## config.mk

```make
export PLATFORM = sky130hd
export DESIGN_NAME = apb_master_stage
export DESIGN_NICKNAME = d
export VERILOG_FILES = /design/src/rtl/apb_master_stage.sv
export SDC_FILE = /design/constraint.sdc
export NUM_CORES = 1
export LEC_CHECK = 0
export BUFFER_PORTS_ARGS = -buffer_cell sky130_fd_sc_hd__clkbuf_2
export CORE_ASPECT_RATIO = 1.4
export CORE_MARGIN = 3
export CORE_UTILIZATION = 25
export CTS_BUF_LIST = sky130_fd_sc_hd__clkbuf_8
export DETAILED_ROUTE_END_ITERATION = 8
export GPL_ROUTABILITY_DRIVEN = 0
export GPL_TIMING_DRIVEN = 0
export MAX_ROUTING_LAYER = met4
export PLACE_DENSITY_LB_ADDON = 0.3
export SLEW_MARGIN = 10
export SYNTH_ARGS = -nofsm -noshare
export SYNTH_HDL_FRONTEND = slang
export SYNTH_SLANG_ARGS = --single-unit
```

## constraint.sdc

```tcl
create_clock -name clk -period 2.26 [get_ports clk]
set_clock_uncertainty 0.15 [all_clocks]
set_input_delay 0.113 -clock clk [delete_from_list [all_inputs] [get_ports clk]]
set_output_delay 0.113 -clock clk [all_outputs]
set_load 0.05 [all_outputs]
```

## src/rtl/apb_master_stage.sv

```systemverilog
// rtl/apb_master_stage.sv - APB master back-end: pops one request, runs one APB transfer, pushes one response
module apb_master_stage #(
  parameter int ADDR_WIDTH = 32,
  parameter int DATA_WIDTH = 32,
  parameter int TIMEOUT    = 16
) (
  input  logic                                         clk,
  input  logic                                         rst,
  input  logic                                         req_empty,
  input  logic [ADDR_WIDTH+DATA_WIDTH+DATA_WIDTH/8:0]  req_data,
  output logic                                         req_pop,
  input  logic                                         rsp_full,
  output logic                                         rsp_push,
  output logic [DATA_WIDTH+1:0]                        rsp_data,
  output logic [ADDR_WIDTH-1:0]                        paddr,
  output logic                                         psel,
  output logic                                         penable,
  output logic                                         pwrite,
  output logic [DATA_WIDTH-1:0]                        pwdata,
  output logic [DATA_WIDTH/8-1:0]                      pstrb,
  output logic [2:0]                                   pprot,
  input  logic [DATA_WIDTH-1:0]                        prdata,
  input  logic                                         pready,
  input  logic                                         pslverr,
  output logic                                         busy
);

  localparam int STRB_W = DATA_WIDTH / 8;
  localparam int REQ_W  = 1 + ADDR_WIDTH + DATA_WIDTH + STRB_W;
  localparam int CW     = (TIMEOUT > 0) ? $clog2(TIMEOUT + 1) : 1;
  localparam logic [CW-1:0] CNT_LAST = CW'((TIMEOUT > 0) ? TIMEOUT - 1 : 0);

  typedef enum logic [1:0] {IDLE, SETUP, ACCESS, RESP} state_t;

  state_t                 state;
  state_t                 state_nxt;
  logic [CW-1:0]          cnt;
  logic                   timeout_hit;
  logic                   req_write;
  logic [DATA_WIDTH-1:0]  rdata_sel;

  // cnt holds the number of not-ready cycles already spent, so the limit fires on the TIMEOUT-th one
  assign timeout_hit = (TIMEOUT != 0) && !pready && (cnt == CNT_LAST);
  assign req_write   = req_data[REQ_W-1];
  assign rdata_sel   = pwrite ? '0 : prdata;
  assign pprot       = 3'b000;

  always_ff @(posedge clk) begin
    if (rst) state <= IDLE;
    else     state <= state_nxt;
  end

  always_comb begin
    state_nxt = state;
    case (state)
      IDLE:    if (!req_empty) state_nxt = SETUP;
      SETUP:   state_nxt = ACCESS;
      ACCESS:  if (pready || timeout_hit) state_nxt = RESP;
      RESP:    if (!rsp_full) state_nxt = IDLE;
      default: state_nxt = IDLE;
    endcase
  end

  always_comb begin
    psel     = (state == SETUP) || (state == ACCESS);
    penable  = (state == ACCESS);
    busy     = (state != IDLE);
    req_pop  = (state == IDLE) && !req_empty && !rst;
    rsp_push = (state == RESP) && !rsp_full && !rst;
  end

  always_ff @(posedge clk) begin
    if (rst) begin
      paddr    <= '0;
      pwrite   <= 1'b0;
      pwdata   <= '0;
      pstrb    <= '0;
      rsp_data <= '0;
      cnt      <= '0;
    end else begin
      if (req_pop) begin
        pwrite <= req_write;
        paddr  <= req_data[REQ_W-2 -: ADDR_WIDTH];
        pwdata <= req_write ? req_data[DATA_WIDTH+STRB_W-1 -: DATA_WIDTH] : '0;
        pstrb  <= req_write ? req_data[STRB_W-1:0] : '0;
      end
      if (state == SETUP)
        cnt <= '0;
      else if (state == ACCESS && !pready)
        cnt <= cnt + CW'(1);
      if (state == ACCESS) begin
        if (pready)
          rsp_data <= {pwrite, pslverr, rdata_sel};
        else if (timeout_hit)
          rsp_data <= {pwrite, 1'b1, {DATA_WIDTH{1'b0}}};
      end
    end
  end

endmodule

```

==> impl_metrics.csv, run 1 <==
group,metric,value,unit
sta,rsz0062_at_grt,"false",
run_status,status,"complete, no violations",
sta,max_clock_freq,0.4821,GHz
drt,wl_met3,867,um
drt,drc,0,
layout,seqCellArea,0.002202,sq mm
floorplan,std_cell_rows,52,
placement,placed_cell_area,0.005065,sq mm
sta,final-setup-viol-count,0,
drt,vias,3907,
layout,fin_util,0.4318,
drt,routed_wl,12260,um
global_routing,grt_max_degree,20,
layout,area_delta_synth_final,67.83,%
global_routing,grt_remaining_overflow,0,
logic_synthesis,netlist_area,0.003750,sq mm
setup_path,cp-end-kind,"primary output",
power_and_ir_drop,leakage,0.002894,uW
setup_path,required,2000,ps
min_path,hold_path.class,"input pin to flip-flop",
job,cap_violations,0,
sta,hold_viol,0,
clock_tree,clock_latency,360,ps
sta,final_max_slew_viol_count,0,
sta,finalCritPeriodShare,0.9179,
logic_synthesis,ys_ff_latch,110,
layout,multi_input_area,0.001370,sq mm
power_and_ir_drop,pwr_density_cell,892.3,mW/mm^2
drt,ant_nets,0,
placement,hpwl,8711,um
drt,drt-wirelength-per-cell,13.91,um
placement,io_buffers,214,
layout,nets,801,
setup_path,worstPathMaxFanout,10,
floorplan,placeableCoreArea,0.01457,sq mm
global_routing,grtUsageTotal,0.1450,
drt,drt-met1-wl,4818,um
floorplan,initial_core_util,0.2573,
power_and_ir_drop,peakVddDrop,0.4344,mV
drt,drt_iter0_drc,177,
global_routing,grt_antenna_before_repair,0,
floorplan,die_w,109.5,um
clock_tree,cts_sinks,110,
drt,firstDrtPassIters,4,
logic_synthesis,synth_cells,357,
logic_synthesis,postSynthAreaPerCell,10.50,sq um
layout,antenna_cells,0,
clock_tree,tritoncts,"done",
global_routing,grt_pass1_wl,18530,um
floorplan,num_io_pins,218,
logic_synthesis,yosys_warnings,0,
setup_path,startpoint_type,"flip-flop",
layout,nFillCells,1427,
sta,tns,0,ps
clock_tree,clk_pin_slew,110,ps
setup_path,cp.arrival,1810,ps
clock_tree,htree_levels,3,
drt,met2WireLength,6327,um
clock_tree,cts-root-buf,"clkbuf_8",
layout,final_cell_area,0.006294,sq mm
logic_synthesis,synth_cell_types,33,
floorplan,die_h,150.9,um
clock_tree,cts_buffers,9,
drt,highest_layer,"met4",
layout,drive_gt1_frac,0.3613,
floorplan,die_area,0.01653,sq mm
drt,avgViaCountPerCell,4.435,
setup_path,critical_path_class,"flip-flop to primary output",
logic_synthesis,ys_seq_area_frac,0.5873,
sta,fin_crit,2074,ps
clock_tree,cts_max_path_buffers,2,
global_routing,grt_pass1_vias,3950,
-- state kept, by name (all words and copies together) (netlist names) --
register	flops
pwdata	32
state	2
cnt	5
pstrb	4
rsp_data	34
paddr	32
pwrite	1
-- area by class of cell --
| cell class | count | area share |
|---|---|---|
| flip-flops and latches | 110 | 0.3499 |
| repair buffers | 318 | 0.3356 |
| multi-input cells | 211 | 0.2177 |
| well taps | 189 | 0.03757 |
| plain buffers | 32 | 0.02744 |
| clock buffers | 9 | 0.01968 |
| clock inverters | 6 | 0.008549 |
| inverters | 6 | 0.003579 |
-- kinds of logic after synthesis --
group,Yosys count,share of synthesized area
AO/OA/AOI/OAI,114,0.2262
XOR/XNOR,2,0.004672
adder cells (fa/ha/maj),6,0.02002
buffers and inverters,38,0.05005
flip-flops,110,0.5873
multiplexers,1,0.002669
other,1,0.001000
AND/OR/NAND/NOR,85,0.1081
-- where the power goes --
part           internal, uW  switching [uW]  leakage [uW]  total, uW
Clock                   415             688     0.0000818       1100
Sequential             2180             143      0.000895       2320
Combinational           659            1530       0.00192       2190
-- metrics by stage --
stage                     power, uW  hold WS, ps  worst slack, ps  std cells
after detailed placement       4407        179.5            47.99        762
after CTS                      5699        14.49            6.954        881
after global routing           5921        46.24            5.624        881
after global placement         4371        175.1            117.3        762
final                          5615        39.81            185.6        881
after floorplan                3853        72.06            239.3        359
-- metal layers --
layer,vias up,global-route usage
met5,-,-
met2,177,0.2576
li1,1930,-
met1,1780,0.1557
met4,0,0.05240
met3,20,0.03412
-- what timing repair did --
item                                    CTS  global route
hold buffers                            103             0
endpoints found under the setup margin    1            31
pin swaps                                 0             0
endpoints found under the hold margin   102             0
setup buffers                             1             0
gates resized for setup                   2             9
-- worst paths after layout --
| kind | slack, ps | start | cells past startpoint | to |
|---|---|---|---|---|
| max | 190 | state[1]$_SDFFE_PP0P_ | 5 | req_pop |
| min | 40 | rsp_full | 4 | state[1]$_SDFFE_PP0P_ |
| max reg2reg | 190 | cnt[0]$_SDFFE_PP0P_ | 8 | rsp_data[19]$_SDFFE_PP0P_ |
| min reg2reg | 310 | rsp_data[10]$_SDFFE_PP0P_ | 2 | rsp_data[10]$_SDFFE_PP0P_ |
-- placed cells by master, fill, tap and decap left out, drive strengths merged, types with 4 or more instances in the layout --
cell type	Yosys	final
clkbuf	18	241
dfxtp	110	110
dlygate4sd3	0	103
a22o	68	68
nand2	36	36
a21oi	36	36
nand3	33	33
buf	14	15
inv	6	9
ha	6	6
nor2	4	4
-- critical path, cell delays in order (launching register included) --
cell	delay [ps]
dfxtp_1	360
inv_1	90
ha_2	230
nor3b_4	270
clkbuf_4	250
clkbuf_4	250
-- Yosys cell counts --
cell type  instances  area [sq um]
clkbuf_1          18         67.56
nor2b_1            2         12.51
dfxtp_1          110          2202
and2_1             1         6.260
or3_1              1         6.260
o21a_1             1         7.510
mux2i_1            1         10.01
nor3b_1            1         7.510
a22o_1            68         595.6
xor2_1             1         8.760
o21ai_1            3         15.01
nand2b_1           3         18.77
buf_1              1         3.750
buf_4              4         30.03
nand3_1           33         165.2
and3_1             1         6.260
buf_6              3         33.78
nand3b_1           1         7.510
inv_1              6         22.52
a211oi_1           3         22.52
a21o_1             1         7.510
or2_1              1         6.260
a21oi_2            1         8.760
ha_1               6         75.07
conb_1             1         3.750
a22oi_1            1         7.510
a21oi_1           35         175.2
a311oi_1           1         8.760
xnor2_1            1         8.760
nor2_1             4         15.01
nor3b_4            1         18.77
nand2_1           36         135.1
buf_2              6         30.03
Power figures use the tool's default switching activity.
==> inputs of run 2 (changes only) <==
--- a/config.mk
+++ b/config.mk
@@ -12,7 +12,7 @@
 export CTS_BUF_LIST = sky130_fd_sc_hd__clkbuf_8
 export DETAILED_ROUTE_END_ITERATION = 8
 export GPL_ROUTABILITY_DRIVEN = 0
-export GPL_TIMING_DRIVEN = 0
+export GPL_TIMING_DRIVEN = 1
 export MAX_ROUTING_LAYER = met4
 export PLACE_DENSITY_LB_ADDON = 0.3
 export SLEW_MARGIN = 10
==> run 2 against run 1 <==
Against the previous run: power is 1.4% higher; cell count decreased by 2.8%; combinational power barely moved; clock-buffer cell count is the same; maximum frequency rose by 1.5%; routed wire length shrank 3.5%; via count is 1.2% lower; largest cell class unchanged; global-route usage shrank 0.43 points; flip-flop and latch count unchanged; utilization is 0.21 points lower; highest routed layer unchanged; sequential power barely moved; die area is the same.
==> impl_metrics.csv, run 2 (synthesized netlist as in run 1, its figures left out) <==
group,metric,value,unit
drt,avgViaCountPerCell,4.511,
drt,vias,3861,
layout,nets,775,
power_and_ir_drop,leakage,0.002860,uW
layout,reg_top3,"rsp_data: 34 flops, paddr: 32 flops, pwdata: 32 flops",
global_routing,grt_pass1_wl,18110,um
global_routing,grt_antenna_before_repair,0,
sta,timing.final.ws_setup,217.1,ps
layout,drive_gt1_frac,0.3628,
sta,tns,0,ps
power_and_ir_drop,pwr_density_cell,909.3,mW/mm^2
global_routing,grt_max_degree,70,
clock_tree,cts_max_path_buffers,2,
clock_tree,clock_latency,360,ps
setup_path,cp.arrival,1780,ps
layout,final_cell_mix,"213 x clkbuf_2, 110 x dfxtp_1, 103 x dlygate4sd3_1, 68 x a22o_1, 36 x nand2_1",
layout,fin_util,0.4298,
sta,final_max_slew_viol_count,0,
job,cap_violations,0,
setup_path,startpoint_type,"flip-flop",
min_path,hold_path.class,"input pin to flip-flop",
drt,ant_nets,0,
clock_tree,tritoncts,"done",
clock_tree,htree_levels,3,
drt,drc,0,
clock_tree,cts_sinks,110,
clock_tree,cts-root-buf,"clkbuf_8",
clock_tree,cts_setup_buffers,0,
run_status,status,"complete, no violations",
floorplan,num_io_pins,218,
sta,max_clock_freq,0.4895,GHz
power_and_ir_drop,fin_total_pwr,5695,uW
layout,largest_register_ffs,34,
placement,hpwl,7651,um
placement,post-place-ws,413.8,ps
drt,routed_wl,11820,um
setup_path,required,2000,ps
floorplan,placeableCoreArea,0.01457,sq mm
floorplan,die_h,150.9,um
drt,firstDrtPassIters,4,
clock_tree,clk_pin_slew,110,ps
floorplan,std_cell_rows,52,
setup_path,worstPathMaxFanout,33,
sta,fin_crit,2043,ps
clock_tree,cts_buffers,9,
drt,drt-wirelength-per-cell,13.81,um
global_routing,grt_remaining_overflow,0,
sta,fin_hold_ws,56.92,ps
sta,hold_viol,0,
global_routing,grt_pass1_vias,3757,
layout,area_delta_synth_final,67.03,%
layout,nFillCells,1368,
sta,final-setup-viol-count,0,
sta,finalCritPeriodShare,0.9039,
power_and_ir_drop,peakVddDrop,0.3837,mV
placement,io_buffers,214,
setup_path,critical_path_class,"flip-flop to primary output",
setup_path,cp-end-kind,"primary output",
sta,rsz0062_at_grt,"false",
floorplan,initial_core_util,0.2573,
floorplan,die_w,109.5,um
drt,drt_iter0_drc,311,
layout,antenna_cells,0,
floorplan,die_area,0.01653,sq mm
global_routing,grtUsageTotal,0.1408,
layout,largest-register,"rsp_data",
layout,layout_commonest_cell,"clkbuf_2",
## run 2: routing by layer
metal	vias up	part of all wire	GRT usage
li1	1890	-	-
met1	1767	0.42	0.1628
met2	189	0.50	0.2375
met3	15	0.071	0.03070
met4	0	0.015	0.05240
met5	-	0	-
## run 2: worst paths after layout
path                                               start                  endpoint  slack [ps]  cells after the start
worst max-delay path               state[1]$_SDFFE_PP0P_                   req_pop         220                      5
worst min-delay path                            rsp_full     state[0]$_SDFFE_PP0P_          60                      3
worst max register to register       cnt[0]$_SDFFE_PP0P_  rsp_data[3]$_SDFFE_PP0P_         400                      7
worst min register to register  rsp_data[9]$_SDFFE_PP0P_  rsp_data[9]$_SDFFE_PP0P_         310                      2
## run 2: repair_timing
action,in CTS,in global routing
cloned,0,0
hold endpoints to repair,102,0
resized for setup,1,2
hold buffers,103,0
setup endpoints to repair,1,1
## run 2: per-stage QoR
step	instances	cell area [sq um]
after CTS	856	6257
after global placement	737	5019
final	856	6264
after floorplan	359	3757
after global routing	856	6264
after detailed placement	737	5019
## run 2: power breakdown
part           switching, uW  internal, uW
combinational           1530           665
clock                    739           440
sequential               144          2180
## run 2: critical path, stage by stage (launching register included)
cell and delay (ps):
dfxtp_1 360, inv_1 100, ha_2 250, nor3b_4 260
buf_8 260, buf_12 170
## run 2: area by class of cell
| cell class | count | area [sq um] | area share |
|---|---|---|---|
| well taps | 189 | 236.5 | 0.03775 |
| clock inverters | 7 | 80.08 | 0.01278 |
| repair buffers | 324 | 2215 | 0.3536 |
| inverters | 6 | 22.52 | 0.003596 |
| clock buffers | 9 | 123.9 | 0.01978 |
| flip-flops and latches | 110 | 2202 | 0.3516 |
| multi-input cells | 211 | 1384 | 0.2209 |
==> inputs of run 3 (changes only) <==
--- a/config.mk
+++ b/config.mk
@@ -5,6 +5,7 @@
 export SDC_FILE = /design/constraint.sdc
 export NUM_CORES = 1
 export LEC_CHECK = 0
+export ABC_AREA = 1
 export BUFFER_PORTS_ARGS = -buffer_cell sky130_fd_sc_hd__clkbuf_2
 export CORE_ASPECT_RATIO = 1.4
 export CORE_MARGIN = 3
==> run 3 against run 2 <==
Against the previous run: routed wire length is 10% higher; maximum frequency is 2.2% lower; highest routed layer unchanged; setup slack worse by 45 ps; largest power group is now combinational cells; sequential share of layout area is 2.4 points lower; clock power is 19% higher; power is 20% higher.
==> impl_metrics.csv, run 3 <==
group,metric,value,unit
drt,wl_met3,684,um
clock_tree,clock_latency,380,ps
clock_tree,cts_setup_buffers,0,
drt,ant_nets,0,
logic_synthesis,synth_edf_count,0,
sta,fin_hold_ws,22.42,ps
min_path,hold_path.class,"input pin to flip-flop",
floorplan,die_h,160.3,um
global_routing,grt_max_degree,49,
logic_synthesis,yosys-top-cells-count,"214 x nand2_1, 110 x dfxtp_1, 73 x nand3_1, 45 x nor2_1, 33 x o21ai_1",
logic_synthesis,yosysTopAreaCell,"dfxtp_1",
run_status,status,"complete, no violations",
logic_synthesis,synth_top_area_frac,0.5176,
logic_synthesis,ys_seq_area_frac,0.5176,
clock_tree,ctsResizeCount,0,
clock_tree,postCtsHoldBufs,108,
logic_synthesis,yosys_warnings,0,
drt,firstDrtPassIters,6,
sta,max_clock_freq,0.4789,GHz
power_and_ir_drop,fin_total_pwr,6814,uW
logic_synthesis,synthArstFlopShare,0,
floorplan,initial_core_util,0.2587,
placement,hpwl,8591,um
placement,dp.cells,939,
sta,final_max_slew_viol_count,0,
sta,final-setup-viol-count,0,
floorplan,std_cell_rows,55,
sta,rsz0062_at_grt,"false",
floorplan,placeableCoreArea,0.01645,sq mm
drt,highest_layer,"met4",
drt,routed_wl,13020,um
logic_synthesis,netlist_area,0.004254,sq mm
job,cap_violations,0,
drt,met2WireLength,6224,um
drt,avgViaCountPerCell,4.240,
floorplan,die_w,116.2,um
power_and_ir_drop,leakage,0.003430,uW
clock_tree,htree_levels,3,
sta,hold_viol,0,
drt,drc,0,
layout,largest_register_ffs,34,
layout,area_delta_synth_final,58.18,%
setup_path,cp.arrival,2260,ps
layout,drive_gt1_frac,0.2885,
drt,drt-wirelength-per-cell,12.26,um
logic_synthesis,ys_ff_latch,110,
drt,drt_iter0_drc,260,
global_routing,grt_remaining_overflow,0,
clock_tree,tritoncts,"done",
setup_path,rrSetupSlack,170,ps
drt,drt-met1-wl,5806,um
layout,nets,972,
layout,reg_top3,"rsp_data: 34 flops, paddr: 32 flops, pwdata: 32 flops",
logic_synthesis,synth.area.top_cells,"dfxtp_1 52%, nand2_1 19%, nand3_1 8.6%, nor2_1 4.0%, o21ai_1 3.9%",
clock_tree,cts_max_path_buffers,2,
clock_tree,clk_pin_slew,100,ps
logic_synthesis,ys.flop_type,"dfxtp_1",
power_and_ir_drop,pwr_density_cell,1013,mW/mm^2
setup_path,cp-end-kind,"flip-flop",
clock_tree,cts_sinks,110,
power_and_ir_drop,peakVddDrop,0.4039,mV
setup_path,required,2440,ps
layout,final_cell_mix,"214 x clkbuf_2, 213 x nand2_1, 110 x dfxtp_1, 108 x dlygate4sd3_1, 73 x nand3_1",
sta,relSlewSlack,0.6622,
layout,layout_commonest_cell,"clkbuf_2",
logic_synthesis,synthMostInstantiatedCell,"nand2_1",
floorplan,num_io_pins,218,
clock_tree,cts_buffers,9,
global_routing,grt_pass1_wl,21330,um
logic_synthesis,synth_cell_types,22,
sta,worstMarginPinSlew,506.7,ps
logic_synthesis,postSynthAreaPerCell,7.721,sq um
layout,finalNonFillerCells,1062,
global_routing,grt_pass1_vias,4528,
setup_path,worstPathMaxFanout,21,
setup_path,startpoint_type,"flip-flop",
sta,fin_crit,2088,ps
logic_synthesis,synth_cells,551,
global_routing,grtUsageTotal,0.1434,
global_routing,grt_antenna_before_repair,0,
sta,tns,0,ps
floorplan,die_area,0.01864,sq mm
drt,vias,4503,
placement,io_buffers,214,
setup_path,critical_path_class,"flip-flop to flip-flop",
clock_tree,cts-root-buf,"clkbuf_8",
layout,largest-register,"rsp_data",
sta,finalCritPeriodShare,0.9240,
layout,antenna_cells,0,
-- run 3: where the power goes --
group | internal (uW) | leakage [uW] | switching [uW]
registers | 2270 | 0.000897 | 179
clock network | 733 | 0.000121 | 677
logic | 809 | 0.00241 | 2150
total | 3810 | 0.00343 | 3000
-- run 3: cells by family (layout without fill, tap and decap cells) --
group / count (synthesis) / count (layout) / synth area share
DFF: 110 / 110 / 0.5176
adders and majority gates: 6 / 6 / 0.01765
and+or+nand+nor: 339 / 339 / 0.3335
AOI/OAI and AO/OA: 41 / 41 / 0.04882
xor gates and xnor gates: 1 / 1 / 0.002059
buffers and inverters: 53 / 363 / 0.07941
other: 1 / 3 / 0.0008815
-- run 3: layer usage --
layer / global-route usage / up-vias
met5: - / -
li1: - / 2353
met2: 0.2396 / 174
met3: 0.02299 / 20
met1: 0.1682 / 1956
met4: 0.06121 / 0
-- run 3: critical path: stages (launching register included) --
cell	delay, ps
dfxtp_1	380
inv_1	90
ha_1	290
nand2_2	130
buf_4	260
nand3_1	100
o21ai_0	80
dlygate4sd3_1	550
-- run 3: final timing paths --
check / depth (start not counted) / end / startpoint
setup / recovery: 7 / pwrite$_SDFFE_PP0P_ / state[0]$_SDFFE_PP0P_
setup reg to reg: 7 / pwrite$_SDFFE_PP0P_ / state[0]$_SDFFE_PP0P_
hold / removal: 4 / rsp_data[33]$_SDFFE_PP0P_ / pready
hold reg to reg: 2 / pwdata[27]$_SDFFE_PP0P_ / pwdata[27]$_SDFFE_PP0P_
-- run 3: cell type report --
type                    instances  area, sq um
inverters                      15        58.81
clock inverters                 6        111.4
fillers                      1675         9718
flip-flops and latches        110         2202
well taps                     199        249.0
repair buffers                333         2260
multi-input cells             390         1724
clock buffers                   9        123.9
-- run 3: metrics by stage --
| step | utilization | setup slack, ps | cell area [sq um] |
|---|---|---|---|
| after floorplan | - | 391.2 | 4262 |
| after global placement | 0.3291 | 426.8 | 5413 |
| after detailed placement | 0.3291 | 367.4 | 5413 |
| after CTS | 0.4091 | 106.2 | 6729 |
| after global routing | 0.4091 | 22.36 | 6729 |
| final | 0.4091 | 171.8 | 6729 |
